### src/rtl/spu_mald_mq.sv
// spu_mald_mq -- MA load sequencer.
// Issues L2 line requests for a load of mactl_len 8-byte words, keeps up to
// OUTST requests in flight, and writes WPL words into MA memory for each
// returned line. The last line writes only the words still owed. An
// uncorrectable error or a forced abort stops the writes, pulses rstln, and
// drains the outstanding returns before completion.
//
// Ports
//   rclk, arst_l                 clock, async active-low reset
//   spu_mactl_iss_pulse_dly      op issue pulse (start when IDLE and ldop)
//   mactl_ldop                   current op is a load
//   mactl_len[LEN_W-1:0]         word count, sampled on start
//   ldreq_ack                    L2 accepted spu_mald_ldreq
//   ln_received                  one line returned (in request order)
//   spu_wen_ma_unc_err_pulse     uncorrectable error on a returned line
//   spu_mactl_stxa_force_abort   software abort (taken on a memwen cycle)
//   spu_mald_ldreq               L2 request, held until acked
//   spu_mald_mpa_addrinc         pulse per accepted request
//   spu_mald_memwen              MA memory write strobe, one per word
//   spu_mald_maaddr_addrinc      same as memwen
//   spu_mald_rstln               line-buffer reset on abort
//   spu_mald_done                one-cycle completion pulse
//   spu_mald_done_set            sticky load-complete flag
//   spu_mald_busy                not IDLE
module spu_mald_mq #(
  parameter int LEN_W = 6,
  parameter int OUTST = 2,
  parameter int WPL   = 2
) (
  input  logic             rclk,
  input  logic             arst_l,
  input  logic             spu_mactl_iss_pulse_dly,
  input  logic             mactl_ldop,
  input  logic [LEN_W-1:0] mactl_len,
  input  logic             ldreq_ack,
  input  logic             ln_received,
  input  logic             spu_wen_ma_unc_err_pulse,
  input  logic             spu_mactl_stxa_force_abort,
  output logic             spu_mald_ldreq,
  output logic             spu_mald_mpa_addrinc,
  output logic             spu_mald_memwen,
  output logic             spu_mald_maaddr_addrinc,
  output logic             spu_mald_rstln,
  output logic             spu_mald_done,
  output logic             spu_mald_done_set,
  output logic             spu_mald_busy
);

  localparam int OW  = $clog2(OUTST + 1);
  localparam int WB  = $clog2(WPL + 1);
  localparam int WSH = $clog2(WPL);

  typedef enum logic [3:0] {
    ST_IDLE  = 4'b0001,
    ST_RUN   = 4'b0010,
    ST_DRAIN = 4'b0100,
    ST_FIN   = 4'b1000
  } state_e;

  state_e           st_q, st_d;
  logic [LEN_W-1:0] words_left_q, words_left_d;
  logic [LEN_W-1:0] req_left_q, req_left_d;
  logic [OW-1:0]    outst_q, outst_d;
  logic [OW-1:0]    pend_q, pend_d;
  logic [WB-1:0]    wr_beats_q, wr_beats_d;
  logic             done_set_q, done_set_d;

  logic             st_idle, st_run, st_drain, st_fin;
  logic             start, ldreq, req_acc, ln_acc, memwen, abort, load;
  logic [LEN_W:0]   req_sum;
  logic [LEN_W-1:0] req_init;

  assign st_idle  = (st_q == ST_IDLE);
  assign st_run   = (st_q == ST_RUN);
  assign st_drain = (st_q == ST_DRAIN);
  assign st_fin   = (st_q == ST_FIN);

  assign start   = st_idle & spu_mactl_iss_pulse_dly & mactl_ldop;
  assign ldreq   = st_run & (req_left_q != '0) & (outst_q < OW'(OUTST));
  assign req_acc = ldreq & ldreq_ack;
  // Returns with nothing outstanding (e.g. stale ones after reset) are dropped.
  assign ln_acc  = (st_run | st_drain) & ln_received & (outst_q != '0);
  assign memwen  = st_run & (wr_beats_q != '0);
  // Force-abort only lands on a write beat; an error lands any time in RUN.
  assign abort   = st_run & (spu_wen_ma_unc_err_pulse |
                             (memwen & spu_mactl_stxa_force_abort));
  // Load stage: one idle cycle between lines, writes follow on the next cycle.
  assign load    = st_run & (wr_beats_q == '0) & (pend_q != '0);

  // ceil(len / WPL), computed one bit wider so the round-up cannot overflow.
  assign req_sum  = {1'b0, mactl_len} + (LEN_W + 1)'(WPL - 1);
  assign req_init = LEN_W'(req_sum >> WSH);

  always_comb begin
    st_d         = st_q;
    words_left_d = words_left_q;
    req_left_d   = req_left_q;
    outst_d      = outst_q;
    pend_d       = pend_q;
    wr_beats_d   = wr_beats_q;
    case (st_q)
      ST_IDLE: begin
        if (start) begin
          st_d         = ST_RUN;
          words_left_d = mactl_len;
          req_left_d   = req_init;
          outst_d      = '0;
          pend_d       = '0;
          wr_beats_d   = '0;
        end
      end
      ST_RUN: begin
        if (req_acc) req_left_d = req_left_q - LEN_W'(1);
        if (req_acc & ~ln_acc)      outst_d = outst_q + OW'(1);
        else if (~req_acc & ln_acc) outst_d = outst_q - OW'(1);
        if (ln_acc & ~load)      pend_d = pend_q + OW'(1);
        else if (~ln_acc & load) pend_d = pend_q - OW'(1);
        if (memwen) begin
          wr_beats_d   = wr_beats_q - WB'(1);
          words_left_d = words_left_q - LEN_W'(1);
        end else if (load) begin
          // Last line may owe fewer than WPL words.
          if (int'(words_left_q) < WPL) wr_beats_d = WB'(int'(words_left_q));
          else                          wr_beats_d = WB'(WPL);
        end
        if (abort) begin
          pend_d     = '0;
          wr_beats_d = '0;
          st_d       = ST_DRAIN;
        end else if ((words_left_q == '0) && (wr_beats_q == '0) &&
                     (pend_q == '0)) begin
          st_d = ST_FIN;
        end
      end
      ST_DRAIN: begin
        if (ln_acc) outst_d = outst_q - OW'(1);
        if (outst_q == '0) st_d = ST_FIN;
      end
      ST_FIN:  st_d = ST_IDLE;
      default: st_d = ST_IDLE;
    endcase

    // Clear on any issue pulse beats a same-cycle set.
    done_set_d = done_set_q;
    if (spu_mactl_iss_pulse_dly)  done_set_d = 1'b0;
    else if (st_fin & mactl_ldop) done_set_d = 1'b1;
  end

  always_ff @(posedge rclk or negedge arst_l) begin
    if (!arst_l) begin
      st_q         <= ST_IDLE;
      words_left_q <= '0;
      req_left_q   <= '0;
      outst_q      <= '0;
      pend_q       <= '0;
      wr_beats_q   <= '0;
      done_set_q   <= 1'b0;
    end else begin
      st_q         <= st_d;
      words_left_q <= words_left_d;
      req_left_q   <= req_left_d;
      outst_q      <= outst_d;
      pend_q       <= pend_d;
      wr_beats_q   <= wr_beats_d;
      done_set_q   <= done_set_d;
    end
  end

  assign spu_mald_ldreq          = ldreq;
  assign spu_mald_mpa_addrinc    = req_acc;
  assign spu_mald_memwen         = memwen;
  assign spu_mald_maaddr_addrinc = memwen;
  assign spu_mald_rstln          = abort;
  assign spu_mald_done           = st_fin;
  assign spu_mald_done_set       = done_set_q;
  assign spu_mald_busy           = ~st_idle;

endmodule
### config.mk
export PLATFORM = sky130hd
export DESIGN_NAME = spu_mald_mq
export DESIGN_NICKNAME = d
export VERILOG_FILES = /design/src/rtl/spu_mald_mq.sv
export SDC_FILE = /design/constraint.sdc
export NUM_CORES = 1
export LEC_CHECK = 0
export BUFFER_PORTS_ARGS = -buffer_cell sky130_fd_sc_hd__buf_2
export CORE_UTILIZATION = 50
export CTS_BUF_LIST = sky130_fd_sc_hd__clkbuf_8
export DETAILED_ROUTE_END_ITERATION = 16
export HOLD_SLACK_MARGIN = 0.08
export PLACE_DENSITY = 0.76
export SYNTH_ARGS = -nofsm -noshare
export SYNTH_HDL_FRONTEND = slang
export SYNTH_SLANG_ARGS = --single-unit
### constraint.sdc
create_clock -name rclk -period 3.03 [get_ports rclk]
set_input_delay 0.606 -clock rclk [delete_from_list [all_inputs] [get_ports rclk]]
set_output_delay 0.606 -clock rclk [all_outputs]
set_load 0.01 [all_outputs]
==> impl_results.rst, run 1 <==
.. list-table::
   :header-rows: 1

   * - Metric
     - Value
   * - Fin Clk Skew
     - 0.00325 ns
   * - Ys async rst share
     - 100%
   * - Kind of launch point of the worst setup path
     - flip-flop
   * - Top FF cell, synth
     - sky130_fd_sc_hd__dfrtp_1
   * - Number of antenna-violating nets in the routed design
     - 0
   * - Largest cells by area after synthesis
     - sky130_fd_sc_hd__dfrtp_1 34%, sky130_fd_sc_hd__o21ai_0 5.6%, sky130_fd_sc_hd__ha_1 5.5%
   * - Clock share of power
     - 19.1%
   * - Cell area after placement
     - 1710 sq um
   * - Initial antenna violation count
     - 0
   * - Yosys Warn Count
     - 0
   * - Total negative slack
     - 0 ns
   * - Post-synth top area cell
     - sky130_fd_sc_hd__dfrtp_1
   * - IO Pins
     - 22
   * - Combinational Power Share
     - 33.8%
   * - Worst setup timing slack at the placement stage
     - 0.700 ns
   * - Port buffer count
     - 21
   * - DRC violation count after routing
     - 0
   * - Post-CTS setup-driven buffer insertion count
     - 0
   * - Tightest hold margin
     - 0.303 ns
   * - Post-route clock period utilization
     - 87.0%
   * - Post-DR vias/cell
     - 5.70
   * - Buffer depth of the longest clock path
     - 2
   * - Die X
     - 58.6 microns
   * - Count of hold-fix buffers inserted at cts
     - 0
   * - Crit path arrival time
     - 2.03 ns
   * - Number of global-route vias before repair
     - 1257
   * - Final Worst Setup Slack
     - 0.395 ns
   * - Count of TritonRoute iterations in the first routing pass
     - 4
   * - # nets final
     - 226
   * - Fraction of layout cells with a size suffix above 1
     - 19.6%
   * - Type of element capturing the critical path
     - primary output
   * - Switching portion of total power
     - 36.5%
   * - Latest clock arrival within the worst-skew pair
     - 0.26 ns
   * - RSZ-0062 raised after global routing
     - false
   * - Hold Violations, Final
     - 0
   * - Syn_nets
     - 207
   * - Post-route cell area
     - 1760 sq um
   * - Worst vdd ir
     - 0.000319 V
   * - Drt initial violations
     - 77
   * - Post-synthesis instance area
     - 1600 sq um
   * - Max-capacitance violation count
     - 0
   * - Result of the run
     - finished, final reports clean
   * - Cell chosen for the clock root
     - sky130_fd_sc_hd__clkbuf_8
   * - Tot Pwr
     - 0.994 mW
   * - Leakage power
     - 0.787 nW
   * - Diode count
     - 0
   * - Detailed Place HPWL
     - 2500 microns
   * - Cell-internal power
     - 0.631 mW
   * - RePlAce Congestion
     - 0.828
   * - Sw Pwr
     - 0.363 mW
   * - Starting density of the core
     - 52.5%
   * - Layout area overhead
     - 9.52%
   * - Number of enable flip-flop cells after synthesis
     - 0
   * - Sequential cell area fraction in the yosys report
     - 36.0%
   * - Power density of the placed cells
     - 566 nW/um^2
   * - Placed instance count
     - 244
   * - Detailed-route wire length per cell
     - 13.8 microns
   * - Worst-case register-to-register setup slack
     - 0.69 ns
   * - Number of vias in the routed layout
     - 1413
   * - Total die area
     - 3440 sq um
   * - Instance count of the mapped netlist
     - 186
   * - Core Box Area
     - 3050 sq um
   * - Sinks on the clock net
     - 23
   * - Number of standard cells in the final layout excluding fillers
     - 248
   * - Post-synthesis cell type count
     - 51
   * - Yosys reg bits
     - 23
   * - Standard-cell row count
     - 20
   * - Achievable clock frequency
     - 380 MHz
   * - CTS tree
     - done
   * - Number of pins with negative max-slew slack in the final report
     - 0
   * - Clock slew seen by the registers of the worst setup and hold paths
     - 0.08 ns
   * - Worst Setup Path Type
     - flip-flop to primary output
   * - Final setup violation count
     - 0
   * - Die boundary height
     - 58.6 microns
   * - Fill cell total of the finished layout
     - 300
   * - Clock period minus worst slack
     - 2.63 ns
   * - H-Tree Depth
     - 1
   * - Global-route wire length before repair
     - 5590 microns
   * - Inserted Clock Buffers
     - 3
   * - CP required
     - 2.42 ns
   * - Class of the tightest hold or removal check
     - input pin to asynchronous set/reset pin
   * - Total overflow reported by the global router
     - 0
   * - Slew margin rel.
     - 40.5%
   * - Final Core Density
     - 57.5%
   * - Number of gates resized after CTS
     - 0
   * - Total Wirelength
     - 3430 microns
   * - Top-area cell type share of the netlist area
     - 34.3%
   * - Overall routing resource usage
     - 21.3%
   * - Pin count of the biggest net entering global routing
     - 24
   * - Syn avg cell area
     - 8.62 sq um
   * - Largest driver fanout on the critical path
     - 5
   * - Worst-margin pin slew
     - 0.880 ns
   * - Sequential share of power
     - 47.1%
[cells in the mapped netlist, types with 3 or more instances]
cell / number
sky130_fd_sc_hd__buf_2: 4
sky130_fd_sc_hd__nand2b_1: 3
sky130_fd_sc_hd__nor2_1: 18
sky130_fd_sc_hd__nor3_1: 7
sky130_fd_sc_hd__xnor2_1: 5
sky130_fd_sc_hd__o22ai_1: 3
sky130_fd_sc_hd__nand2_1: 14
sky130_fd_sc_hd__a22o_1: 4
sky130_fd_sc_hd__nand3_1: 7
sky130_fd_sc_hd__o21ai_0: 18
sky130_fd_sc_hd__inv_1: 14
sky130_fd_sc_hd__a21oi_1: 13
sky130_fd_sc_hd__ha_1: 7
sky130_fd_sc_hd__dfrtp_1: 22
[critical path, stage by stage, from the launching register on]
cell and delay, ns:
sky130_fd_sc_hd__dfrtp_1 0.40, sky130_fd_sc_hd__inv_1 0.10, sky130_fd_sc_hd__ha_1 0.18, sky130_fd_sc_hd__or3b_4 0.40
sky130_fd_sc_hd__o311a_4 0.35, sky130_fd_sc_hd__and2_2 0.19, sky130_fd_sc_hd__buf_2 0.13
[flip-flops by register name (all words and copies together) (netlist names)]
register / flops
words_left_q: 6
req_left_q: 6
spu_mald_done_set: 1
wr_beats_q: 2
st_q: 4
outst_q: 2
pend_q: 2
[logic make-up (layout without fill, tap and decap cells)]
| logic type | after synthesis | in the layout | share of synthesized area [%] |
|---|---|---|---|
| and+or+nand+nor | 67 | 67 | 22.1 |
| AOI/OAI and AO/OA | 57 | 57 | 23.9 |
| DFF | 23 | 23 | 36.0 |
| buffers and inverters | 23 | 41 | 7.49 |
| adders and majority gates | 7 | 7 | 5.46 |
| xor gates and xnor gates | 7 | 7 | 3.83 |
| muxes | 2 | 2 | 1.25 |
[routing by layer]
metal	GRT usage, %	wire length [microns]	vias to the layer above
met5	0	0	-
met4	5.10	21	0
met3	3.30	130	2
met2	35.8	1690	27
met1	28.9	1590	677
li1	-	-	707
[cells in the final DEF, fill, tap and decap left out, drive strengths merged, types with 3 or more instances in the layout]
cell type  count
ha             7
dfrtp         22
nand2b         3
clkbuf         3
o22ai          3
o21ai         22
a21oi         13
buf           23
nand3          7
nand2         14
a22o           4
and3           3
nor3           7
xnor2          5
inv           15
nor2          18
[power groups by stage]
stage          sequential [mW]  clock (mW)  combinational [mW]
2_1_floorplan            0.449           0               0.272
3_3_place_gp             0.465           0               0.324
3_5_place_dp             0.471           0               0.336
4_1_cts                  0.466       0.197               0.337
5_1_grt                  0.477       0.209               0.380
6_report                 0.468       0.190               0.336
[final cells by class]
type	instances	area, sq um	area share (%)
clock buffers	3	41.3	2.35
clock inverters	1	3.75	0.214
inverters	14	52.6	2.99
multi-input cells	140	906	51.6
flip-flops and latches	23	577	32.9
well taps	44	55.1	3.14
repair buffers	23	120	6.84
[final timing paths]
| path | from | endpoint | depth (start not counted) |
|---|---|---|---|
| worst max register to register | st_q[2] | pend_q[1] | 7 |
| worst max-delay path | req_left_q[0] | spu_mald_mpa_addrinc | 6 |
| min in group rclk | wr_beats_q[0] | wr_beats_q[0] | 1 |
| max in group asynchronous | arst_l | st_q[0] | 1 |
| worst min register to register | wr_beats_q[0] | wr_beats_q[0] | 1 |
| worst min-delay path | arst_l | wr_beats_q[1] | 1 |
(Power assumes the default switching activity.)
==> run 2, diff against run 1 <==
--- a/config.mk
+++ b/config.mk
@@ -8,6 +8,7 @@
 export BUFFER_PORTS_ARGS = -buffer_cell sky130_fd_sc_hd__buf_2
 export CORE_UTILIZATION = 50
 export CTS_BUF_LIST = sky130_fd_sc_hd__clkbuf_8
+export CTS_CLUSTER_SIZE = 40
 export DETAILED_ROUTE_END_ITERATION = 16
 export HOLD_SLACK_MARGIN = 0.08
 export PLACE_DENSITY = 0.76
==> constraint.sdc (replaced) <==
create_clock -name rclk -period 2.95 [get_ports rclk]
set_input_delay 0.59 -clock rclk [delete_from_list [all_inputs] [get_ports rclk]]
set_output_delay 0.59 -clock rclk [all_outputs]
set_load 0.01 [all_outputs]
==> run 2 against run 1 <==
Effect of this change: core utilization rose by 0.29 points; combinational power rose by 4%; non-clock buffer count rose by 1; via count fell by 3.7%; global-route usage fell by 0.12 points; worst setup slack got worse by 0.064 ns; count of clock-buffer cells in the layout did not move; cell count rose by 0.40%; routed wire length fell by 2.1%; critical endpoint unchanged; largest power group unchanged; highest routed layer unchanged.
==> impl_results.rst, run 2 (synthesized netlist as in run 1, its figures left out) <==
.. list-table::
   :header-rows: 1

   * - Metric
     - Value
   * - Result of the run
     - finished, final reports clean
   * - Core Box Area
     - 3050 sq um
   * - Cell chain of the critical path
     - inv_1 > ha_1 > or3b_4 > o311a_4 > and2_2 > buf_2
   * - Port buffer count
     - 21
   * - Pin count of the biggest net entering global routing
     - 24
   * - H-Tree Depth
     - 1
   * - Worst-margin pin slew
     - 0.784 ns
   * - Post-DR vias/cell
     - 5.47
   * - Number of gates resized after CTS
     - 0
   * - Die X
     - 58.6 microns
   * - Leading registers by flop count
     - req_left_q (6), words_left_q (6), st_q (4)
   * - Total Wirelength
     - 3350 microns
   * - Fraction of met1 tracks used by global routing
     - 27.7%
   * - Cell with the largest stage delay on the worst path
     - sky130_fd_sc_hd__dfrtp_1
   * - Worst Setup Path Type
     - flip-flop to primary output
   * - Post-route cell area
     - 1760 sq um
   * - Final Worst Setup Slack
     - 0.332 ns
   * - Die boundary height
     - 58.6 microns
   * - Power density of the placed cells
     - 584 nW/um^2
   * - Layout area overhead
     - 10.1%
   * - Largest stage delay on the critical path
     - 0.40 ns
   * - DRC violation count after routing
     - 0
   * - M3 GR Usage
     - 2.64%
   * - Max-capacitance violation count
     - 0
   * - Count of TritonRoute iterations in the first routing pass
     - 4
   * - Number of global-route vias before repair
     - 1289
   * - Starting density of the core
     - 52.5%
   * - Total negative slack
     - 0 ns
   * - # nets final
     - 227
   * - Standard-cell row count
     - 20
   * - Latest clock arrival within the worst-skew pair
     - 0.27 ns
   * - Worst vdd ir
     - 0.000282 V
   * - Clock period minus worst slack
     - 2.62 ns
   * - Buffer depth of the longest clock path
     - 2
   * - Fill cell total of the finished layout
     - 290
   * - Sw Pwr
     - 0.379 mW
   * - Detailed-route wire length per cell
     - 13.5 microns
   * - Crit path arrival time
     - 2.03 ns
   * - Clock share of power
     - 19.8%
   * - Fraction of layout cells with a size suffix above 1
     - 20.5%
   * - Count of hold-fix buffers inserted at cts
     - 0
   * - Post-CTS setup-driven buffer insertion count
     - 0
   * - Combinational Power Share
     - 33.9%
   * - RSZ-0062 raised after global routing
     - false
   * - Sinks on the clock net
     - 23
   * - Clock slew seen by the registers of the worst setup and hold paths
     - 0.09 ns
   * - Sequential share of power
     - 46.3%
   * - CP required
     - 2.36 ns
   * - M2 GR Usage
     - 35.6%
   * - Total overflow reported by the global router
     - 0
   * - Leakage power
     - 0.791 nW
   * - Inserted Clock Buffers
     - 3
   * - Detailed Place HPWL
     - 2490 microns
   * - Final setup violation count
     - 0
   * - Largest driver fanout on the critical path
     - 5
   * - Kind of launch point of the worst setup path
     - flip-flop
   * - Number of pins with negative max-slew slack in the final report
     - 0
   * - Hold Violations, Final
     - 0
   * - Cell chosen for the clock root
     - sky130_fd_sc_hd__clkbuf_8
   * - Overall routing resource usage
     - 21.1%
   * - Cell area after placement
     - 1720 sq um
   * - Achievable clock frequency
     - 382 MHz
   * - Number of vias in the routed layout
     - 1361
   * - Total die area
     - 3440 sq um
   * - Tightest hold margin
     - 0.288 ns
   * - Switching portion of total power
     - 36.8%
   * - Footprint of the flip-flops and latches
     - 577 sq um
   * - Post-route clock period utilization
     - 88.8%
   * - Type of element capturing the critical path
     - primary output
   * - Global-route wire length before repair
     - 5550 microns
   * - Drt initial violations
     - 70
   * - Diode count
     - 0
   * - RePlAce Congestion
     - 0.803
   * - Worst setup timing slack at the placement stage
     - 0.626 ns
   * - Most used cells in the layout excluding fill and tap cells
     - 22 x sky130_fd_sc_hd__dfrtp_1, 21 x sky130_fd_sc_hd__buf_2, 18 x sky130_fd_sc_hd__nor2_1, 18 x sky130_fd_sc_hd__o21ai_0
   * - CTS tree
     - done
   * - Class of the tightest hold or removal check
     - input pin to asynchronous set/reset pin
   * - Fin Clk Skew
     - 0.00426 ns
   * - Area of combinational cells with multiple inputs
     - 906 sq um
   * - Slew margin rel.
     - 47.0%
   * - Commonest non-fill, non-tap cell in the layout
     - sky130_fd_sc_hd__dfrtp_1
   * - IO Pins
     - 22
   * - Number of antenna-violating nets in the routed design
     - 0
   * - Cell-internal power
     - 0.652 mW
   * - Initial antenna violation count
     - 0
   * - GRT Max-Usage Layer
     - met2
==> run 2: worst paths after layout <==
| path | end | startpoint | slack, ns | cells past startpoint |
|---|---|---|---|---|
| worst max register to register | pend_q[1] | outst_q[1] | 0.77 | 9 |
| worst min-delay path | pend_q[1] | arst_l | 0.29 | 1 |
| worst min register to register | spu_mald_done_set | spu_mald_done_set | 0.50 | 2 |
| worst max-delay path | spu_mald_mpa_addrinc | req_left_q[0] | 0.33 | 6 |
| min in group rclk | spu_mald_done_set | spu_mactl_iss_pulse_dly | 0.49 | 2 |
| max in group asynchronous | st_q[0] | arst_l | 2.30 | 1 |
==> run 2: layout make-up <==
type | count | share of cell area (%)
well taps | 44 | 3.12
repair buffers | 24 | 7.23
multi-input cells | 140 | 51.3
clock buffers | 3 | 2.34
inverters | 14 | 2.98
clock inverters | 1 | 0.284
flip-flops and latches | 23 | 32.7
==> run 2: worst max-delay path, delay by kind of cell, from the launching register on <==
family                     cells  cell delay, ns
DFF                            1            0.40
AOI/OAI and AO/OA              1            0.35
buffers and inverters          2            0.23
and+or+nand+nor                2            0.59
adders and majority gates      1            0.18
==> run 2: power by group through the flow <==
| stage | sequential [mW] | combinational (mW) | clock [mW] |
|---|---|---|---|
| 5_1_grt | 0.490 | 0.395 | 0.223 |
| 3_3_place_gp | 0.476 | 0.336 | 0 |
| 4_1_cts | 0.475 | 0.351 | 0.210 |
| 6_report | 0.477 | 0.349 | 0.204 |
| 3_5_place_dp | 0.481 | 0.350 | 0 |
| 2_1_floorplan | 0.461 | 0.279 | 0 |
==> run 2: metrics by stage <==
step | std cells | util, % | power, mW
finish | 249 | 57.8 | 1.03
global placement | 245 | 56.3 | 0.812
floorplan | 186 | - | 0.741
CTS | 249 | 57.8 | 1.04
detailed placement | 245 | 56.3 | 0.831
global route | 249 | 57.8 | 1.11
==> run 2: layer usage <==
layer  routed length (microns)  share of wire [%]  vias to the layer above
li1                          -                  -                      705
met1                      1610                 48                      625
met2                      1580                 47                       26
met3                       122                3.6                        5
met4                        40                1.2                        0
met5                         0                  0                        -
==> run 3, diff against run 2 <==
--- a/config.mk
+++ b/config.mk
@@ -6,11 +6,13 @@
 export NUM_CORES = 1
 export LEC_CHECK = 0
 export BUFFER_PORTS_ARGS = -buffer_cell sky130_fd_sc_hd__buf_2
+export CORE_MARGIN = 2
 export CORE_UTILIZATION = 50
 export CTS_BUF_LIST = sky130_fd_sc_hd__clkbuf_8
 export CTS_CLUSTER_SIZE = 40
 export DETAILED_ROUTE_END_ITERATION = 16
 export HOLD_SLACK_MARGIN = 0.08
+export MAX_ROUTING_LAYER = met4
 export PLACE_DENSITY = 0.76
 export SYNTH_ARGS = -nofsm -noshare
 export SYNTH_HDL_FRONTEND = slang
==> run 3 against run 2 <==
Effect of this change: sequential power hardly changed; count of clock-buffer cells in the layout stayed put; sequential share of layout area hardly changed; cell count stayed put; clock power is 3% lower; final area hardly changed; clock skew is 0.0013 ns higher; critical path depth stayed put; register-to-register slack worse by 0.04 ns; critical endpoint unchanged; highest routed layer unchanged.
==> impl_results.rst, run 3 (synthesized netlist as in run 1, its figures left out) <==
.. list-table::
   :header-rows: 1

   * - Metric
     - Value
   * - Result of the run
     - finished, final reports clean
   * - Port buffer count
     - 21
   * - Initial antenna violation count
     - 0
   * - Sequential share of power
     - 46.7%
   * - Worst-case register-to-register setup slack
     - 0.73 ns
   * - Number of standard cells in the final layout excluding fillers
     - 249
   * - Total overflow reported by the global router
     - 0
   * - Number of global-route vias before repair
     - 1416
   * - RSZ-0062 raised after global routing
     - false
   * - Number of vias in the routed layout
     - 1457
   * - Largest driver fanout on the critical path
     - 5
   * - Latest clock arrival within the worst-skew pair
     - 0.27 ns
   * - Worst vdd ir
     - 0.000324 V
   * - Die X
     - 60.6 microns
   * - Most used cells in the layout excluding fill and tap cells
     - 22 x sky130_fd_sc_hd__dfrtp_1, 21 x sky130_fd_sc_hd__buf_2, 18 x sky130_fd_sc_hd__nor2_1, 18 x sky130_fd_sc_hd__o21ai_0, 15 x sky130_fd_sc_hd__inv_1
   * - Number of pins with negative max-slew slack in the final report
     - 0
   * - Achievable clock frequency
     - 383 MHz
   * - DRC violation count after routing
     - 0
   * - Number of antenna-violating nets in the routed design
     - 0
   * - Post-route clock period utilization
     - 88.5%
   * - Highest routed layer
     - met4
   * - # nets final
     - 227
   * - Clock period minus worst slack
     - 2.61 ns
   * - Diode count
     - 0
   * - Tot Pwr
     - 1.02 mW
   * - Switching portion of total power
     - 36.6%
   * - Max-capacitance violation count
     - 0
   * - Commonest non-fill, non-tap cell in the layout
     - sky130_fd_sc_hd__dfrtp_1
   * - CTS tree
     - done
   * - Drt initial violations
     - 54
   * - Type of element capturing the critical path
     - primary output
   * - Clock share of power
     - 19.3%
   * - Combinational Power Share
     - 34.0%
   * - Final Core Density
     - 57.7%
   * - Worst Setup Path Type
     - flip-flop to primary output
   * - Die boundary height
     - 60.6 microns
   * - Buffer depth of the longest clock path
     - 2
   * - IO Pins
     - 22
   * - H-Tree Depth
     - 1
   * - Layout area overhead
     - 9.99%
   * - Slew margin rel.
     - 43.0%
   * - Number of gates resized after CTS
     - 0
   * - Met1 routed wirelength after detailed routing
     - 1610 microns
   * - Overall routing resource usage
     - 21.7%
   * - Total die area
     - 3670 sq um
   * - Post-DR vias/cell
     - 5.85
   * - Inserted Clock Buffers
     - 3
   * - Power density of the placed cells
     - 581 nW/um^2
   * - Total negative slack
     - 0 ns
   * - Crit path arrival time
     - 2.02 ns
   * - Fin Clk Skew
     - 0.00556 ns
   * - Cell chosen for the clock root
     - sky130_fd_sc_hd__clkbuf_8
   * - Detailed Place HPWL
     - 2580 microns
   * - Hold Violations, Final
     - 0
   * - Routed wl met3
     - 97 microns
   * - Global-route wire length before repair
     - 5850 microns
   * - Fraction of layout cells with a size suffix above 1
     - 20.0%
   * - Footprint of the flip-flops and latches
     - 577 sq um
   * - Placed instance count
     - 245
   * - Met2 wire length
     - 1740 microns
   * - Pin count of the biggest net entering global routing
     - 24
   * - Final setup violation count
     - 0
   * - Core Box Area
     - 3050 sq um
   * - Starting density of the core
     - 52.5%
   * - Leading registers by flop count
     - req_left_q (6), words_left_q (6), st_q (4)
   * - Standard-cell row count
     - 20
   * - Sinks on the clock net
     - 23
   * - Count of TritonRoute iterations in the first routing pass
     - 4
   * - Leakage power
     - 0.793 nW
   * - CP required
     - 2.36 ns
   * - Fill cell total of the finished layout
     - 279
   * - Kind of launch point of the worst setup path
     - flip-flop
   * - Worst-margin pin slew
     - 0.844 ns
   * - Tightest hold margin
     - 0.289 ns
   * - Area of combinational cells with multiple inputs
     - 906 sq um
   * - Sw Pwr
     - 0.375 mW
   * - Class of the tightest hold or removal check
     - input pin to asynchronous set/reset pin
   * - Clock slew seen by the registers of the worst setup and hold paths
     - 0.09 ns
   * - Total Wirelength
     - 3500 microns
   * - Cell-internal power
     - 0.649 mW
   * - Detailed-route wire length per cell
     - 14.1 microns
   * - Count of hold-fix buffers inserted at cts
     - 0
   * - Post-CTS setup-driven buffer insertion count
     - 0
   * - RePlAce Congestion
     - 0.845
run 3: cell count changes in the layout (fill, tap and decap cells not counted):
cell and delta:
sky130_fd_sc_hd__clkinv_2 -1, sky130_fd_sc_hd__inv_1 +1
run 3: cell type report:
cell class	count	area share, %
multi-input cells	140	51.4
flip-flops and latches	23	32.7
repair buffers	24	7.24
well taps	44	3.12
inverters	14	2.98
clock buffers	3	2.34
clock inverters	1	0.213
run 3: path summary, 6_finish.rpt:
path | from | to | cells past startpoint
worst max register to register | outst_q[1] | pend_q[0] | 9
min in group rclk | spu_mactl_iss_pulse_dly | spu_mald_done_set | 2
max in group asynchronous | arst_l | st_q[0] | 1
worst max-delay path | req_left_q[0] | spu_mald_mpa_addrinc | 6
worst min register to register | spu_mald_done_set | spu_mald_done_set | 2
worst min-delay path | arst_l | pend_q[1] | 1
run 3: critical path, cell delays in order (launching register included):
cell,delay (ns)
sky130_fd_sc_hd__dfrtp_1,0.41
sky130_fd_sc_hd__inv_1,0.09
sky130_fd_sc_hd__ha_1,0.17
sky130_fd_sc_hd__or3b_4,0.40
sky130_fd_sc_hd__o311a_4,0.35
sky130_fd_sc_hd__and2_2,0.20
sky130_fd_sc_hd__buf_2,0.13
run 3: power groups by stage:
stage	Clock [mW]	Combinational [mW]	Sequential [mW]
floorplan	0	0.279	0.461
global placement	0	0.335	0.476
detailed placement	0	0.347	0.482
CTS	0.201	0.350	0.477
global route	0.214	0.394	0.487
finish	0.198	0.348	0.478
run 3: layer usage:
layer,global-route usage [%],vias to the layer above
met5,-,-
met4,10.6,0
met3,2.99,8
met2,34.6,31
met1,27.0,712
li1,-,706
run 3: stage by stage:
stage	setup WS [ns]	instance area, sq um
floorplan	0.790	1600
global placement	0.659	1720
detailed placement	0.630	1720
CTS	0.329	1760
global route	0.294	1760
finish	0.339	1760
